--- config.mk ---
export PLATFORM = sky130hd
export DESIGN_NAME = coproc_cmd_issuer_flat
export DESIGN_NICKNAME = d
export VERILOG_FILES = /design/src/rtl/coproc_cmd_issuer_pkg.sv /design/src/rtl/coproc_cmd_issuer_if.sv /design/src/rtl/coproc_cmd_queue.sv /design/src/rtl/coproc_cmd_issuer.sv /design/src/flat_wrapper.sv
export SDC_FILE = /design/constraint.sdc
export NUM_CORES = 1
export LEC_CHECK = 0
export CAP_MARGIN = 20
export CORE_MARGIN = 5
export CORE_UTILIZATION = 50
export CTS_BUF_LIST = sky130_fd_sc_hd__clkbuf_8
export DETAILED_ROUTE_END_ITERATION = 12
export GPL_TIMING_DRIVEN = 0
export PLACE_DENSITY = 0.82
export SYNTH_ARGS = -nofsm -noshare
export SYNTH_HDL_FRONTEND = slang
export SYNTH_SLANG_ARGS = --single-unit
--- constraint.sdc ---
create_clock -name p_clk -period 2.85 [get_ports p_clk]
set_input_delay 0.4275 -clock p_clk [delete_from_list [all_inputs] [get_ports p_clk]]
set_output_delay 0.4275 -clock p_clk [all_outputs]
set_load 0.005 [all_outputs]
--- src/rtl/coproc_cmd_issuer_pkg.sv ---
// Shared types, widths and word encoding for the co-processor command issuer.
package coproc_pkg;

   localparam int OP_W   = 3;
   localparam int SRC_W  = 14;
   localparam int WORD_W = 32;

   typedef enum logic [OP_W-1:0] {
      OP_ADD = 3'd0,
      OP_SUB = 3'd1,
      OP_AND = 3'd2,
      OP_OR  = 3'd3,
      OP_MUL = 3'd4,
      OP_SLT = 3'd5,
      OP_SGT = 3'd6,
      OP_XOR = 3'd7
   } opcode_t;

   typedef struct packed {
      opcode_t          op;
      logic [SRC_W-1:0] src1;
      logic [SRC_W-1:0] src2;
   } cmd_t;

   typedef enum logic [1:0] {
      ST_IDLE  = 2'd0,
      ST_ISSUE = 2'd1,
      ST_GAP   = 2'd2
   } state_t;

   // {op,src1,src2,par}; par makes the whole word even parity (^word == 0)
   function automatic logic [WORD_W-1:0] encode_word(input cmd_t c);
      logic [WORD_W-1:1] body;
      body = {c.op, c.src1, c.src2};
      return {body, ^body};
   endfunction

endpackage

--- src/rtl/coproc_cmd_issuer_if.sv ---
// Host command channel plus co-processor FIFO write port.
// master = the issuer, slave = host / co-processor side.
interface coproc_cmd_issuer_if;
   import coproc_pkg::*;

   logic             cmd_valid;
   logic             cmd_ready;
   opcode_t          cmd_op;
   logic [SRC_W-1:0] cmd_src1;
   logic [SRC_W-1:0] cmd_src2;
   logic             full;
   logic             w_req;
   logic [WORD_W-1:0] data_in;

   modport master (
      input  cmd_valid, cmd_op, cmd_src1, cmd_src2, full,
      output cmd_ready, w_req, data_in
   );

   modport slave (
      output cmd_valid, cmd_op, cmd_src1, cmd_src2, full,
      input  cmd_ready, w_req, data_in
   );

endinterface

--- src/rtl/coproc_cmd_queue.sv ---
// Command queue: push on posedge, pop on negedge. Pointers carry an extra
// MSB so empty/full are distinguishable and level is a plain subtraction.
module coproc_cmd_queue
   import coproc_pkg::*;
#(
   parameter  int QDEPTH = 4,
   localparam int AW     = $clog2(QDEPTH)
) (
   input  logic        p_clk,
   input  logic        rst,
   input  logic        push,
   input  cmd_t        push_cmd,
   input  logic        pop,
   output cmd_t        head,
   output logic [AW:0] level,
   output logic        empty,
   output logic        fullq
);

   cmd_t        mem [QDEPTH];
   logic [AW:0] wr_ptr;
   logic [AW:0] rd_ptr;

   // Host-side write pointer advances on an accepted push
   always_ff @(posedge p_clk or negedge rst) begin
      if (!rst)
         wr_ptr <= '0;
      else if (push && !fullq)
         wr_ptr <= wr_ptr + 1'b1;
   end

   // Storage needs no reset; occupancy is defined by the pointers alone
   always_ff @(posedge p_clk) begin
      if (push && !fullq)
         mem[wr_ptr[AW-1:0]] <= push_cmd;
   end

   // Co-processor-side read pointer advances on a pop
   always_ff @(negedge p_clk or negedge rst) begin
      if (!rst)
         rd_ptr <= '0;
      else if (pop && !empty)
         rd_ptr <= rd_ptr + 1'b1;
   end

   assign head  = mem[rd_ptr[AW-1:0]];
   assign level = wr_ptr - rd_ptr;
   assign empty = (wr_ptr == rd_ptr);
   assign fullq = (wr_ptr[AW-1:0] == rd_ptr[AW-1:0]) && (wr_ptr[AW] != rd_ptr[AW]);

endmodule

--- src/rtl/coproc_cmd_issuer.sv ---
// Co-processor result FIFO write master: queues host commands and issues
// one encoded word at most every second cycle from negedge flops.
module coproc_cmd_issuer
   import coproc_pkg::*;
#(
   parameter int QDEPTH = 4,
   parameter int CNT_W  = 16
) (
   input  logic                     p_clk,
   input  logic                     rst,
   coproc_cmd_issuer_if.master      bus,
   output logic [$clog2(QDEPTH):0]  q_level,
   output logic [CNT_W-1:0]         issued_cnt,
   output logic [CNT_W-1:0]         stall_cnt
);

   state_t state;
   state_t state_nx;
   logic   issue;
   logic   stall;
   logic   push;
   logic   empty;
   logic   fullq;
   cmd_t   push_cmd;
   cmd_t   head;

   assign push_cmd  = '{op: bus.cmd_op, src1: bus.cmd_src1, src2: bus.cmd_src2};
   assign bus.cmd_ready = !fullq;
   assign push      = bus.cmd_valid && !fullq;

   coproc_cmd_queue #(.QDEPTH(QDEPTH)) u_queue (
      .p_clk    (p_clk),
      .rst      (rst),
      .push     (push),
      .push_cmd (push_cmd),
      .pop      (issue),
      .head     (head),
      .level    (q_level),
      .empty    (empty),
      .fullq    (fullq)
   );

   // FSM state register on the co-processor edge
   always_ff @(negedge p_clk or negedge rst) begin
      if (!rst)
         state <= ST_IDLE;
      else
         state <= state_nx;
   end

   // Issue decision: ISSUE always forces a gap cycle so full can settle
   // after the co-processor's write before the next word is launched
   always_comb begin
      state_nx = state;
      issue    = 1'b0;
      stall    = 1'b0;
      case (state)
         ST_IDLE, ST_GAP: begin
            state_nx = ST_IDLE;
            if (!empty) begin
               if (!bus.full) begin
                  issue    = 1'b1;
                  state_nx = ST_ISSUE;
               end else begin
                  stall = 1'b1;
               end
            end
         end
         ST_ISSUE: state_nx = ST_GAP;
         default:  state_nx = ST_IDLE;
      endcase
   end

   // Output word/strobe; data_in holds its last value between issues
   always_ff @(negedge p_clk or negedge rst) begin
      if (!rst) begin
         bus.w_req   <= 1'b0;
         bus.data_in <= '0;
      end else begin
         bus.w_req <= issue;
         if (issue)
            bus.data_in <= encode_word(head);
      end
   end

   // Saturating debug counters
   always_ff @(negedge p_clk or negedge rst) begin
      if (!rst) begin
         issued_cnt <= '0;
         stall_cnt  <= '0;
      end else begin
         if (issue && issued_cnt != '1)
            issued_cnt <= issued_cnt + 1'b1;
         if (stall && stall_cnt != '1)
            stall_cnt <= stall_cnt + 1'b1;
      end
   end

endmodule

--- src/flat_wrapper.sv ---
// flat-port wrapper written by rule: the top's interface ports become plain ports
module coproc_cmd_issuer_flat import coproc_pkg::*;
#(
   parameter int QDEPTH = 4,
   parameter int CNT_W  = 16
)
  (p_clk, rst, q_level, issued_cnt, stall_cnt, bus_cmd_valid, bus_cmd_op, bus_cmd_src1, bus_cmd_src2, bus_full, bus_cmd_ready, bus_w_req, bus_data_in);
  coproc_cmd_issuer_if bus_i ();
  input  logic p_clk;
  input  logic rst;
  output logic [$clog2(QDEPTH):0] q_level;
  output logic [CNT_W-1:0] issued_cnt;
  output logic [CNT_W-1:0] stall_cnt;
  input wire logic [$bits(bus_i.cmd_valid)-1:0] bus_cmd_valid;
  input wire logic [$bits(bus_i.cmd_op)-1:0] bus_cmd_op;
  input wire logic [$bits(bus_i.cmd_src1)-1:0] bus_cmd_src1;
  input wire logic [$bits(bus_i.cmd_src2)-1:0] bus_cmd_src2;
  input wire logic [$bits(bus_i.full)-1:0] bus_full;
  output wire logic [$bits(bus_i.cmd_ready)-1:0] bus_cmd_ready;
  output wire logic [$bits(bus_i.w_req)-1:0] bus_w_req;
  output wire logic [$bits(bus_i.data_in)-1:0] bus_data_in;
  assign bus_i.cmd_valid = bus_cmd_valid;
  assign bus_i.cmd_op = bus_cmd_op;
  assign bus_i.cmd_src1 = bus_cmd_src1;
  assign bus_i.cmd_src2 = bus_cmd_src2;
  assign bus_i.full = bus_full;
  assign bus_cmd_ready = bus_i.cmd_ready;
  assign bus_w_req = bus_i.w_req;
  assign bus_data_in = bus_i.data_in;
  coproc_cmd_issuer #(.QDEPTH(QDEPTH), .CNT_W(CNT_W)) u_core (.p_clk(p_clk), .rst(rst), .bus(bus_i), .q_level(q_level), .issued_cnt(issued_cnt), .stall_cnt(stall_cnt));
endmodule
==> impl_metrics.toml <==
[worst_setup_path]
cp-start-kind = "flip-flop"
crit_slowest_cell = "mux4_2"
worst_r2r_endpoint = "u_core.bus.data_in[0]"
startpoint = "u_core.u_queue.mem[3][5]"
crit_path_cell_trace = "mux4_2, xnor2_2, xnor3_1, xnor3_1, xnor3_1, mux2_4"
end_kind = "flip-flop"
crit_arrival_ns = 2.73
max_stage_delay_ns = 0.52
reg2reg_from = "u_core.u_queue.mem[3][5]"
worstPathMaxFanout = 2
rr_worst_depth = 6
r2r_setup_slack_ns = -1.05
path_common_cell = "xnor3_1"
endpoint = "u_core.bus.data_in[0]"
required_ns = 1.68
worst-setup-path-type = "flip-flop to flip-flop"

[detailed_routing]
drt_iter0_drc = 213
vias = 4724
routed_wl_um = 18300
ant_nets = 0
first_pass_iters = 4
route.detailed.drc = 0
via_per_inst = 5.27
drt-wirelength-per-cell_um = 20.4

[logic_synthesis]
yosys-top-cells-count = "edfxtp_1, dfrtn_1, xnor2_1, mux2_2, nand2_1"
synth.most_common_cell = "edfxtp_1"
synth_area_leaders = "edfxtp_1, dfrtn_1, mux4_2, mux2_2, xnor2_1"
syn-num-nets = 474
synth_top_cell_area_share_pct = 47.1
synth_edf_count = 124
synth_area_leader_cell = "edfxtp_1"
synth_cell_types = 39
yosysSeqAreaShare_pct = 69.6
async_reset_ff_share_pct = 36.4
yosysWarnings = 0
synth-seq-cells = 195
synthesis.instances = 429
synth-main-ff-cell = "edfxtp_1"
syn_area_per_cell_um2 = 18.4
syn_area_um2 = 7900

[cts]
cts_hold_buf = 0
htree_levels = 4
numCtsBuffers = 17
clk_latency_ns = 0.48
clk_path_buf_depth = 2
cts-root-buf = "clkbuf_8"
cts_tree = "done"
cts.clk_slew.worst_paths_ns = 0.09
cts.sinks = 195

[finish]
layout-drive-gt1-share_pct = 49.8
antennaDiodeCount = 0
syn_to_final_growth_pct = 40.1
regArea_um2 = 5500
multi_input_area_um2 = 2720
layout.nets = 713
fill_cells = 973

[floorplanning]
die_area_um2 = 18400
die_h_um = 136
die_w_um = 136
start_util_pct = 50.3
io-pin-count = 104
rows = 46
core_area_um2 = 15700

[sta]
rsz0062_at_grt = "yes"
tns_ns = -111.44
finalHoldViolations = 0
worst_slack_ns = -1.05
fin_skew_ns = 0.0674
setup_viol = 204
tightest_slew_ns = 0.572
slew_headroom_pct = 61.5
final_max_slew_viol_count = 0
fin_hold_ws_ns = 0.137

[global_route]
grt_pass1_wl_um = 28100
grt_max_degree = 59
groute.usage.overall_pct = 20.6
antenna_found_initial = 0
grt_pass1_vias = 5018
gr-total-overflow = 0

[placement]
globalplace.congestion = 0.788
port_buffers = 103
dp_hpwl_um = 10000

[pwr]
power.density_nw_per_um2 = 1200
ir_drop_mv = 0.914
p_leak_nw = 4.58

[worst_hold_path]
hold_path_class = "input port to async pin"

[job]
maxCapViolCount = 0

[run_status]
status = "complete, but fails checks"
violations = "negative setup slack"
==> final cells by class <==
cell class	instances	share of cell area, %
plain buffers	10	1.26
clock inverters	10	1.30
repair buffers	217	17.6
inverters	10	0.407
multi-input cells	217	24.6
clock buffers	22	2.74
flip-flops and latches	195	49.7
well taps	216	2.44
==> metrics by stage <==
stage | std cells | area [µm²] | utilization (%) | total power (W) | worst slack (ns)
after detailed placement | 749 | 9460 | 60.2 | 0.0100 | -1.26
after floorplan | 429 | 8130 | - | 0.00821 | -0.779
after CTS | 878 | 10900 | 69.2 | 0.0131 | -1.07
final | 897 | 11100 | 70.4 | 0.0133 | -1.05
after global placement | 748 | 9430 | 60.0 | 0.00986 | -2.53
after global routing | 897 | 11100 | 70.4 | 0.0139 | -1.10
==> critical path: cells and delay by family, from the launching register on <==
kind | cells | cell delay (ns)
XOR/XNOR | 4 | 1.09
flip-flops | 1 | 0.38
multiplexers | 2 | 0.79
==> routing by layer <==
| metal | vias up | share of wire (%) | GRT usage [%] |
|---|---|---|---|
| met5 | - | 0 | 0 |
| met4 | 0 | 1.6 | 6.44 |
| met3 | 24 | 5.9 | 4.38 |
| met2 | 146 | 53 | 35.7 |
| met1 | 2444 | 40 | 26.1 |
| li1 | 2110 | - | - |
==> worst min-delay path by stage <==
stage / from / to / slack (ns) / cells past startpoint
6_report: rst / u_core.u_queue.wr_ptr[2] / 0.14 / 2
5_1_grt: rst / u_core.u_queue.wr_ptr[2] / 0.18 / 2
3_5_place_dp: u_core.stall_cnt[15] / u_core.stall_cnt[15] / 0.43 / 1
2_1_floorplan: rst / u_core.u_queue.wr_ptr[0] / 0.13 / 0
3_3_place_gp: u_core.stall_cnt[15] / u_core.stall_cnt[15] / 0.41 / 1
4_1_cts: rst / u_core.u_queue.wr_ptr[0] / 0.13 / 2
==> state kept, by name, summed over array words and instances (netlist names) <==
signal	cells
u_core.issued_cnt	16
u_core.bus.data_in	32
u_core.u_queue.rd_ptr	3
u_core.u_queue.mem	124
u_core.u_queue.wr_ptr	3
u_core.stall_cnt	16
u_core.bus.w_req	1
==> kinds of logic (layout without fill, tap and decap cells) <==
logic type	after synthesis	after routing	synth area share, %
AOI/OAI and AO/OA	8	8	0.697
buffers and inverters	21	269	1.73
xor gates and xnor gates	61	61	7.75
adders and majority gates	10	10	1.68
DFF	195	195	69.6
and+or+nand+nor	69	73	4.37
muxes	65	65	14.1
==> power breakdown <==
part / switching (W) / total [W] / internal (W)
logic: 0.00285 / 0.00713 / 0.00429
registers: 0.000350 / 0.00423 / 0.00388
clock network: 0.000939 / 0.00196 / 0.00103
==> layout by cell type (no fill, tap or decap), types with 9 or more instances in the layout <==
cell             synthesis  final
clkbuf_8                 0     22
buf_12                   2     21
edfxtp_1               124    124
buf_4                    2     71
and3_4                   0      9
mux4_2                  22     25
dfrtn_1                 68     68
mux2_2                  32     11
buf_2                    2     68
buf_6                    2     25
xnor2_2                  3     11
nand2_1                 24     18
clkdlybuf4s50_1          0     33
xor2_1                  17     17
xnor2_1                 37     28
mux2_4                   1     22
==> what timing repair did <==
action	4_1_cts	5_1_grt
pin swaps	24	8
resized for setup	344	27
setup endpoints to repair	264	233
setup buffers	89	29
gates cloned	9	0
Power figures use the tool's default switching activity.
